`src/rtl/sap1_pkg.sv`:
```
// rtl/sap1_pkg.sv - shared constants, control ROM and default memory image for the SAP-1 CPU
package sap1_pkg;

    localparam int ADDR_W = 4;
    localparam int DATA_W = 8;
    localparam int CW_W   = 18;

    localparam logic [3:0] OP_LDA = 4'h0;
    localparam logic [3:0] OP_ADD = 4'h1;
    localparam logic [3:0] OP_SUB = 4'h2;
    localparam logic [3:0] OP_OUT = 4'hE;
    localparam logic [3:0] OP_HLT = 4'hF;

    localparam logic [ADDR_W-1:0] UA_FETCH = 4'd0;
    localparam logic [ADDR_W-1:0] UA_LDA   = 4'd4;
    localparam logic [ADDR_W-1:0] UA_ADD   = 4'd6;
    localparam logic [ADDR_W-1:0] UA_SUB   = 4'd10;
    localparam logic [ADDR_W-1:0] UA_OUT   = 4'd14;
    localparam logic [ADDR_W-1:0] UA_HLT   = 4'd15;

    localparam int CW_EP = 17, CW_CP = 16, CW_SELECT = 15, CW_LM = 14, CW_CE = 13, CW_LI = 12;
    localparam int CW_EI = 11, CW_CS = 10, CW_LOAD = 9, CW_CLR = 8, CW_INC = 7, CW_SELECT_ACC = 6;
    localparam int CW_LA = 5, CW_EA = 4, CW_LB = 3, CW_SU = 2, CW_EU = 1, CW_LO = 0;

    localparam logic [CW_W-1:0] M_EP  = CW_W'(1) << CW_EP;
    localparam logic [CW_W-1:0] M_CP  = CW_W'(1) << CW_CP;
    localparam logic [CW_W-1:0] M_SEL = CW_W'(1) << CW_SELECT;
    localparam logic [CW_W-1:0] M_LM  = CW_W'(1) << CW_LM;
    localparam logic [CW_W-1:0] M_CE  = CW_W'(1) << CW_CE;
    localparam logic [CW_W-1:0] M_LI  = CW_W'(1) << CW_LI;
    localparam logic [CW_W-1:0] M_EI  = CW_W'(1) << CW_EI;
    localparam logic [CW_W-1:0] M_CS  = CW_W'(1) << CW_CS;
    localparam logic [CW_W-1:0] M_LD  = CW_W'(1) << CW_LOAD;
    localparam logic [CW_W-1:0] M_CLR = CW_W'(1) << CW_CLR;
    localparam logic [CW_W-1:0] M_INC = CW_W'(1) << CW_INC;
    localparam logic [CW_W-1:0] M_SA  = CW_W'(1) << CW_SELECT_ACC;
    localparam logic [CW_W-1:0] M_LA  = CW_W'(1) << CW_LA;
    localparam logic [CW_W-1:0] M_EA  = CW_W'(1) << CW_EA;
    localparam logic [CW_W-1:0] M_LB  = CW_W'(1) << CW_LB;
    localparam logic [CW_W-1:0] M_SU  = CW_W'(1) << CW_SU;
    localparam logic [CW_W-1:0] M_EU  = CW_W'(1) << CW_EU;
    localparam logic [CW_W-1:0] M_LO  = CW_W'(1) << CW_LO;

    // Steps 0-3 are the shared fetch; each opcode routine ends with CLR back to fetch.
    localparam logic [CW_W-1:0] CTRL_ROM [16] = '{
        M_EP | M_LM | M_INC,
        M_CP | M_INC,
        M_CS | M_CE | M_LI | M_INC,
        M_LD,
        M_EI | M_SEL | M_LM | M_INC,
        M_CS | M_CE | M_LA | M_CLR,
        M_EI | M_SEL | M_LM | M_INC,
        M_CS | M_CE | M_LB | M_INC,
        M_EU | M_SA | M_LA | M_INC,
        M_CLR,
        M_EI | M_SEL | M_LM | M_INC,
        M_CS | M_CE | M_LB | M_INC,
        M_SU | M_EU | M_SA | M_LA | M_INC,
        M_CLR,
        M_EA | M_LO | M_CLR,
        '0
    };

    // Word i lives at bits [8*i +: 8].
    localparam logic [16*DATA_W-1:0] DEFAULT_MEM = 128'h00000020_18141000_000000F0_E01B1A09;

    function automatic logic [ADDR_W-1:0] op_map(input logic [3:0] op);
        case (op)
            OP_LDA:  return UA_LDA;
            OP_ADD:  return UA_ADD;
            OP_SUB:  return UA_SUB;
            OP_OUT:  return UA_OUT;
            OP_HLT:  return UA_HLT;
            default: return UA_FETCH;
        endcase
    endfunction

endpackage

```
`src/rtl/sap1_ctrl_seq.sv`:
```
// rtl/sap1_ctrl_seq.sv - micro-PC sequencer with control ROM and opcode map
import sap1_pkg::*;

module sap1_ctrl_seq (
    input  logic              clk,
    input  logic              rst,
    input  logic [3:0]        opcode,
    output logic [ADDR_W-1:0] upc,
    output logic [CW_W-1:0]   cw
);

    logic [ADDR_W-1:0] upc_next;

    assign cw = CTRL_ROM[upc];

    always_comb begin
        upc_next = upc;
        if (cw[CW_CLR])
            upc_next = UA_FETCH;
        else if (cw[CW_LOAD])
            upc_next = op_map(opcode);
        else if (cw[CW_INC])
            upc_next = upc + 4'd1;
    end

    always_ff @(posedge clk) begin
        if (!rst)
            upc <= '0;
        else
            upc <= upc_next;
    end

endmodule

```
`src/rtl/sap1_hmicro_cpu.sv`:
```
// rtl/sap1_hmicro_cpu.sv - SAP-1 datapath with horizontal microprogrammed control
import sap1_pkg::*;

module sap1_hmicro_cpu #(
    parameter logic [16*DATA_W-1:0] MEM_IMAGE = DEFAULT_MEM
) (
    input  logic              clk,
    input  logic              rst,
    output logic [ADDR_W-1:0] PC_OUT,
    output logic [ADDR_W-1:0] MAR_OUT,
    output logic [3:0]        IR_OUT1,
    output logic [3:0]        IR_OUT2,
    output logic [DATA_W-1:0] DATA_OUT1,
    output logic [ADDR_W-1:0] ADDR_OUT1,
    output logic [ADDR_W-1:0] COUNT_OUT,
    output logic [DATA_W-1:0] ACCUMULATOR_OUT,
    output logic [DATA_W-1:0] DATA_OUTPUT,
    output logic [DATA_W-1:0] B_REG,
    output logic [DATA_W-1:0] ALU_OUT,
    output logic [DATA_W-1:0] OR_out,
    output logic [CW_W-1:0]   CW,
    output logic EP, output logic CP, output logic SELECT, output logic LM,
    output logic CE, output logic LI, output logic EI, output logic CS,
    output logic LOAD, output logic CLR, output logic INC, output logic SELECT_ACC,
    output logic LA, output logic EA, output logic LB, output logic SU,
    output logic EU, output logic LO
);

    logic [ADDR_W-1:0] pc, mar;
    logic [DATA_W-1:0] ir, a, b, out_reg, mem_word;
    logic              mem_en;

    sap1_ctrl_seq u_seq (
        .clk    (clk),
        .rst    (rst),
        .opcode (ir[7:4]),
        .upc    (COUNT_OUT),
        .cw     (CW)
    );

    assign {EP, CP, SELECT, LM, CE, LI, EI, CS, LOAD, CLR, INC, SELECT_ACC,
            LA, EA, LB, SU, EU, LO} = CW;

    assign mem_word    = MEM_IMAGE[32'(mar) * DATA_W +: DATA_W];
    assign mem_en      = CS & CE;
    assign DATA_OUT1   = mem_word;
    assign DATA_OUTPUT = mem_en ? mem_word : '0;
    assign ADDR_OUT1   = SELECT ? ir[3:0] : pc;
    assign ALU_OUT     = SU ? (a - b) : (a + b);

    always_ff @(posedge clk) begin
        if (!rst) begin
            pc      <= '0;
            mar     <= '0;
            ir      <= '0;
            a       <= '0;
            b       <= '0;
            out_reg <= '0;
        end else begin
            if (CP)
                pc <= pc + 4'd1;
            if (LM & (EP | EI))
                mar <= ADDR_OUT1;
            if (LI & mem_en)
                ir <= mem_word;
            if (LB & mem_en)
                b <= mem_word;
            // A takes either the ALU result or a memory word, each path with its own enable.
            if (LA & SELECT_ACC & EU)
                a <= ALU_OUT;
            else if (LA & ~SELECT_ACC & mem_en)
                a <= mem_word;
            if (LO & EA)
                out_reg <= a;
        end
    end

    assign PC_OUT          = pc;
    assign MAR_OUT         = mar;
    assign IR_OUT1         = ir[7:4];
    assign IR_OUT2         = ir[3:0];
    assign ACCUMULATOR_OUT = a;
    assign B_REG           = b;
    assign OR_out          = out_reg;

endmodule

```
`config.mk`:
```
export PLATFORM = sky130hd
export DESIGN_NAME = sap1_hmicro_cpu
export DESIGN_NICKNAME = d
export VERILOG_FILES = /design/src/rtl/sap1_pkg.sv /design/src/rtl/sap1_ctrl_seq.sv /design/src/rtl/sap1_hmicro_cpu.sv
export SDC_FILE = /design/constraint.sdc
export NUM_CORES = 1
export LEC_CHECK = 0
export CORE_AREA = 10 10 109 111
export DETAILED_ROUTE_END_ITERATION = 7
export DIE_AREA = 0 0 119 121
export MAX_ROUTING_LAYER = met4
export SYNTH_ARGS = -nofsm -noshare
export SYNTH_HDL_FRONTEND = slang
export SYNTH_SLANG_ARGS = --single-unit
```
`constraint.sdc`:
```
create_clock -name clk -period 7.8 [get_ports clk]
set_clock_uncertainty 0.2 [all_clocks]
set_input_delay 0.78 -clock clk [delete_from_list [all_inputs] [get_ports clk]]
set_output_delay 0.78 -clock clk [all_outputs]
set_load 0.03 [all_outputs]
```
; ---- Word-level counts from Yosys, hierarchy flattened
; Memory sizes are Yosys's and may differ from the RTL's.
; Cells that the tools add are included.
[word_totals]
ff_bits = 44
mem_bits_ro = 288
inputBits = 2
output_inout_bits = 108
word_cells = 45
memories = 1
[mem_list]
columns = memory, depth, word_bits, rd, rd_clocked_by_memory_dff, write_ports, line_no
row1 = (no name shown), 16, 18, 1, 0, 0, sap1_ctrl_seq.sv:14  ; assign cw = CTRL_ROM[upc];
[classes]
add_sub_neg = 4
order_cmp = 1
n_eq_ne = 4
n_shift = 1
n_mux = 10
n_bitwise = 13
n_reduce_logical = 4
[ops]
columns = op, count
row1 = $shiftx 128x8->8 const A, 1
row2 = $mux 18, 2
row3 = $mux 8, 4
row4 = $pmux 4 s5, 1
row5 = $mux 4, 3
row6 = $and 1x1->1, 9
row7 = $add 4x1->4 const B, 2
row8 = $add 8x8->8, 1
row9 = $eq 4x4->1 const B, 2
row10 = $sub 8x8->8, 1
row11 = $ge 5x5->1 const B, 1
row12 = $not 4->5, 1
row13 = $eq 4x1->1 const B, 1
row14 = $eq 4x2->1 const B, 1
row15 = $logic_not 4->1, 1
row16 = $reduce_bool 2->1, 2
row17 = $not 1->1, 2
row18 = $reduce_or 2->1, 1
row19 = $or 1x1->1, 1

; ---- Logic depth before layout (Yosys ltp)
[depth]
word_depth = 9
ltp_mapped = 12
ltp_nobuf = 11

; ---- By module
; A second synthesis with hierarchy kept.
[unflattened]
hier_cells = 379
hier_area_um2 = 2940.3
[modules_own_cells]
columns = mod, n_inst, cells_per_inst, area_each_um2
row1 = sap1_hmicro_cpu, 1, 291, 2304.7
row2 = sap1_ctrl_seq, 1, 88, 635.6

; ---- Least setup slack after synthesis
; Ideal clock, no wire load.
[synth_path]
path_kind = flip-flop to output port
startpoint = register u_seq.upc[0]
endpoint = output ALU_OUT[7]
t_arrival_ns = 3.118
required_ns = 6.820
setup_slack_ns = 3.702
path_stages_with_launch = 11
path_buffers = 1
path_cell_list = dfxtp_1 > inv_1 > ha_1 > and3_1 > buf_6 > mux2i_1 > ha_1 > nor2b_1 > o31ai_1 > a31oi_1 > xnor2_1
[synth_between]
elab_chain_cells = 5
[synth_lines]
columns = item, line_no
row1 = "start, declared", sap1_ctrl_seq.sv:8  ; output logic [ADDR_W-1:0] upc,
row2 = "start signal, assigned", sap1_ctrl_seq.sv:30  ; upc <= upc_next;
row3 = $not 4->5 (implied by the code), sap1_ctrl_seq.sv:14
row4 = $mem_v2 16x18, n/a
row5 = $mux 18 (implied by the code) (2 in a row), sap1_ctrl_seq.sv:14
row6 = net SU, sap1_hmicro_cpu.sv:25  ; output logic LA, output logic EA, output logic LB, output logic SU,
row7 = $mux 8, sap1_hmicro_cpu.sv:49  ; assign ALU_OUT = SU ? (a - b) : (a + b);
row8 = "end, declared", sap1_hmicro_cpu.sv:19  ; output logic [DATA_W-1:0] ALU_OUT,
; The timed path passes the listed nets, and every way through them passes these cells. The select of a mux whose other input is x is not followed.

; ---- Worst setup path after layout
[layout_path]
startpoint = register u_seq.upc[0]
endpoint = output ALU_OUT[6]
[layout_between]
elab_chain_cells = 5
[layout_lines]
columns = item, line_no
row1 = $not 4->5 (implied by the code), sap1_ctrl_seq.sv:14
row2 = $mem_v2 16x18, n/a
row3 = $mux 18 (implied by the code) (2 in a row), sap1_ctrl_seq.sv:14
row4 = $mux 8, sap1_hmicro_cpu.sv:49
; No other way between the ends. The select of a mux whose other input is x is not followed.

==> out/qor.yml <==
status: "finished, final reports clean"
dp_cells: 555
io_buffers: 109
hold_path_class: "flip-flop to flip-flop"
worstMarginPinSlew_ns: 1.02
hold_viol: 0
worst_setup_path_end_kind: "output port"
area_growth_pct: 39.1
max_slew_margin_pct: 31.2
fin_util_pct: 41.0
synth_top_family_by_area: "simple AND/OR/NAND/NOR gates"
grt_setup_unrepaired: "no"
antenna_found_initial: 0
synth-simple-area-share_pct: 20.0
drt_iter0_drc: 122
clock-sinks: 42
fmax_mhz: 203
totalWireLength_um: 9370
drt_pass1_iterations: 4
hpwl_um: 7200
yosysWarnings: 0
syn-num-nets: 376
core_mm2: 0.00964
post_cts_resized: 0
syn_avg_cell_area_um2: 8.10
grt_max_degree: 37
synth_top_cell_by_area: "dfxtp_1"
grt_pass1_vias: 2751
post-route-period-util_pct: 63.2
grt-ovfl-total: 0
path_clk_slew_ns: 0.08
synth-edff-count: 0
cap_violations: 0
ys_seq_area_share_pct: 29.6
antenna_cells: 0
cts_made_buffers: 5
worstSkewPairLatency_ns: 0.30
worstPathArrival_ns: 3.95
power.leakage_uw: 0.00146
setup_viol: 0
synthFlopType: "dfxtp_1"
stdcell_count: 562
ys_ff_latch: 42
synth-compound-area-share_pct: 14.6
slew_violations: 0
cts_buffer_depth: 2
startpoint_type: "flip-flop"
crit_type: "flip-flop to output port"
nets: 454
die_x_um: 119
num_io_pins: 110
ctsHoldBuffers: 0
cp.required_ns: 6.82
post_cts.repair.setup_buffers: 0
ir_drop_mv: 0.204
tns_ns: 0
die_h_um: 121
synth_top_cell_area_share_pct: 29.6
floorplan.initialDensity_pct: 29.5
rows: 36
syn-cell-area_mm2: 0.00284
synth-xor-area-share_pct: 4.32
grt_pass1_wl_um: 15100
antenna_left: 0
synthAdderAreaFrac_pct: 10.4
period_needed_ns: 4.93
async_flop_share_pct: 0
syn_inst: 351
drc: 0
gp_congestion: 0.834
clockRootBuffer: "clkbuf_8"
layout-drive-gt1-share_pct: 4.90
ys_types: 51
synth_mux_area_share_pct: 8.81
die-area_mm2: 0.0144
power_density_mw_per_mm2: 314
via_per_inst: 4.68
ys_top_cells_by_area: "dfxtp_1 30%, ha_1 9.7%, buf_4 7.4%, a21oi_1 5.8%, mux2i_1 5.6%"
grtUsageTotal_pct: 13.3
cts_tree: "yes"
vias: 2628
crit_fanout: 12
h-tree-depth: 2
routed_wire_length_per_instance_um: 16.7
==> cells by family after synthesis <==
kind of cell	after synthesis
and+or+nand+nor	120
AOI/OAI and AO/OA	66
buffers and inverters	62
DFF	42
muxes	24
adders and majority gates	23
xor gates and xnor gates	14
==> cells in the mapped netlist, types with 2 or more instances <==
| master | instances |
|---|---|
| dfxtp_1 | 42 |
| nor2_1 | 42 |
| nand2_1 | 38 |
| a21oi_1 | 33 |
| buf_4 | 28 |
| ha_1 | 22 |
| inv_1 | 20 |
| mux2i_1 | 16 |
| xnor2_1 | 11 |
| nor3_1 | 10 |
| mux2_2 | 8 |
| a211oi_1 | 7 |
| clkbuf_1 | 6 |
| o21ai_0 | 6 |
| nor2b_1 | 5 |
| clkinv_1 | 4 |
| nand3_1 | 4 |
| and2_1 | 3 |
| buf_2 | 3 |
| o21a_1 | 3 |
| xor2_1 | 3 |
| a22oi_1 | 2 |
| and3_1 | 2 |
| nand2b_1 | 2 |
| nand3b_1 | 2 |
| nand4_1 | 2 |
| nand4b_1 | 2 |
| nor3b_1 | 2 |
==> layer usage <==
layer | track usage, % | vias to the layer above | routed length (um)
met5 | - | - | 0
met4 | 2.75 | 0 | 67
met3 | 3.96 | 7 | 613
met2 | 20.6 | 88 | 4190
met1 | 16.8 | 1208 | 4500
li1 | - | 1325 | -
==> power breakdown <==
group / total [uW] / switching (uW) / internal (uW)
logic: 773 / 468 / 305
registers: 289 / 49.5 / 240
clock network: 181 / 78.1 / 103
total: 1240 / 596 / 647
==> placed cells by master, fill, tap and decap left out, types with 2 or more instances in the layout <==
| master | n |
|---|---|
| dfxtp_1 | 42 |
| nor2_1 | 42 |
| nand4b_1 | 2 |
| nor2b_1 | 5 |
| and2_1 | 3 |
| nand3_1 | 4 |
| a22oi_1 | 2 |
| nor3_1 | 10 |
| a21oi_1 | 33 |
| nand3b_1 | 2 |
| xnor2_1 | 11 |
| inv_1 | 20 |
| a211oi_1 | 7 |
| nand2b_1 | 2 |
| mux2i_1 | 16 |
| nand2_1 | 38 |
| ha_1 | 22 |
| xor2_1 | 3 |
| clkinv_1 | 4 |
| nor3b_1 | 2 |
| clkdlybuf4s50_1 | 109 |
| o21a_1 | 3 |
| and3_1 | 2 |
| nand4_1 | 2 |
| mux2_2 | 8 |
| o21ai_0 | 6 |
| clkbuf_8 | 6 |
==> metrics by stage <==
step / hold WS (ns) / instance area (um^2) / total power (uW) / setup slack, ns
4_1_cts: 0.260 / 3950 / 1250 / 2.87
6_report: 0.258 / 3950 / 1240 / 2.87
3_3_place_gp: 0.246 / 3840 / 1070 / 3.34
5_1_grt: 0.287 / 3950 / 1320 / 2.57
2_1_floorplan: 0.385 / 2840 / 815 / 3.70
3_5_place_dp: 0.249 / 3840 / 1070 / 3.21
==> worst paths after layout <==
kind                                  start                         endpoint  slack (ns)  cells after the start
setup / recovery  u_seq.upc[0]$_SDFFE_PP0P_                       ALU_OUT[6]        2.87                     11
setup reg to reg  u_seq.upc[0]$_SDFFE_PP0P_  ACCUMULATOR_OUT[4]$_SDFFE_PN0P_        4.42                     10
hold reg to reg      OR_out[3]$_SDFFE_PN0P_           OR_out[3]$_SDFFE_PN0P_        0.26                      2
hold / removal       OR_out[3]$_SDFFE_PN0P_           OR_out[3]$_SDFFE_PN0P_        0.26                      2
==> cell type report <==
cell class	count	area [um^2]
fillers	1000	5690
multi-input cells	247	1650
repair buffers	109	1090
flip-flops and latches	42	841
well taps	133	166
inverters	24	90.1
clock buffers	6	82.6
clock inverters	1	30.0
==> flip-flops by register name, indices dropped and copies added, names as in the netlist <==
signal	count
B_REG	7
u_seq.upc	4
OR_out	8
ir	7
MAR_OUT	4
PC_OUT	4
ACCUMULATOR_OUT	8
==> worst max-delay path, stage by stage, from the launching register on <==
cell	delay (ns)
dfxtp_1	0.51
inv_1	0.20
ha_1	0.28
and3_1	0.34
mux2i_1	0.22
fa_1	0.48
a21o_1	0.20
a21oi_1	0.29
o21bai_1	0.11
a21oi_1	0.19
xnor2_1	0.14
clkdlybuf4s50_1	0.69
Power figures use the tool's default switching activity.
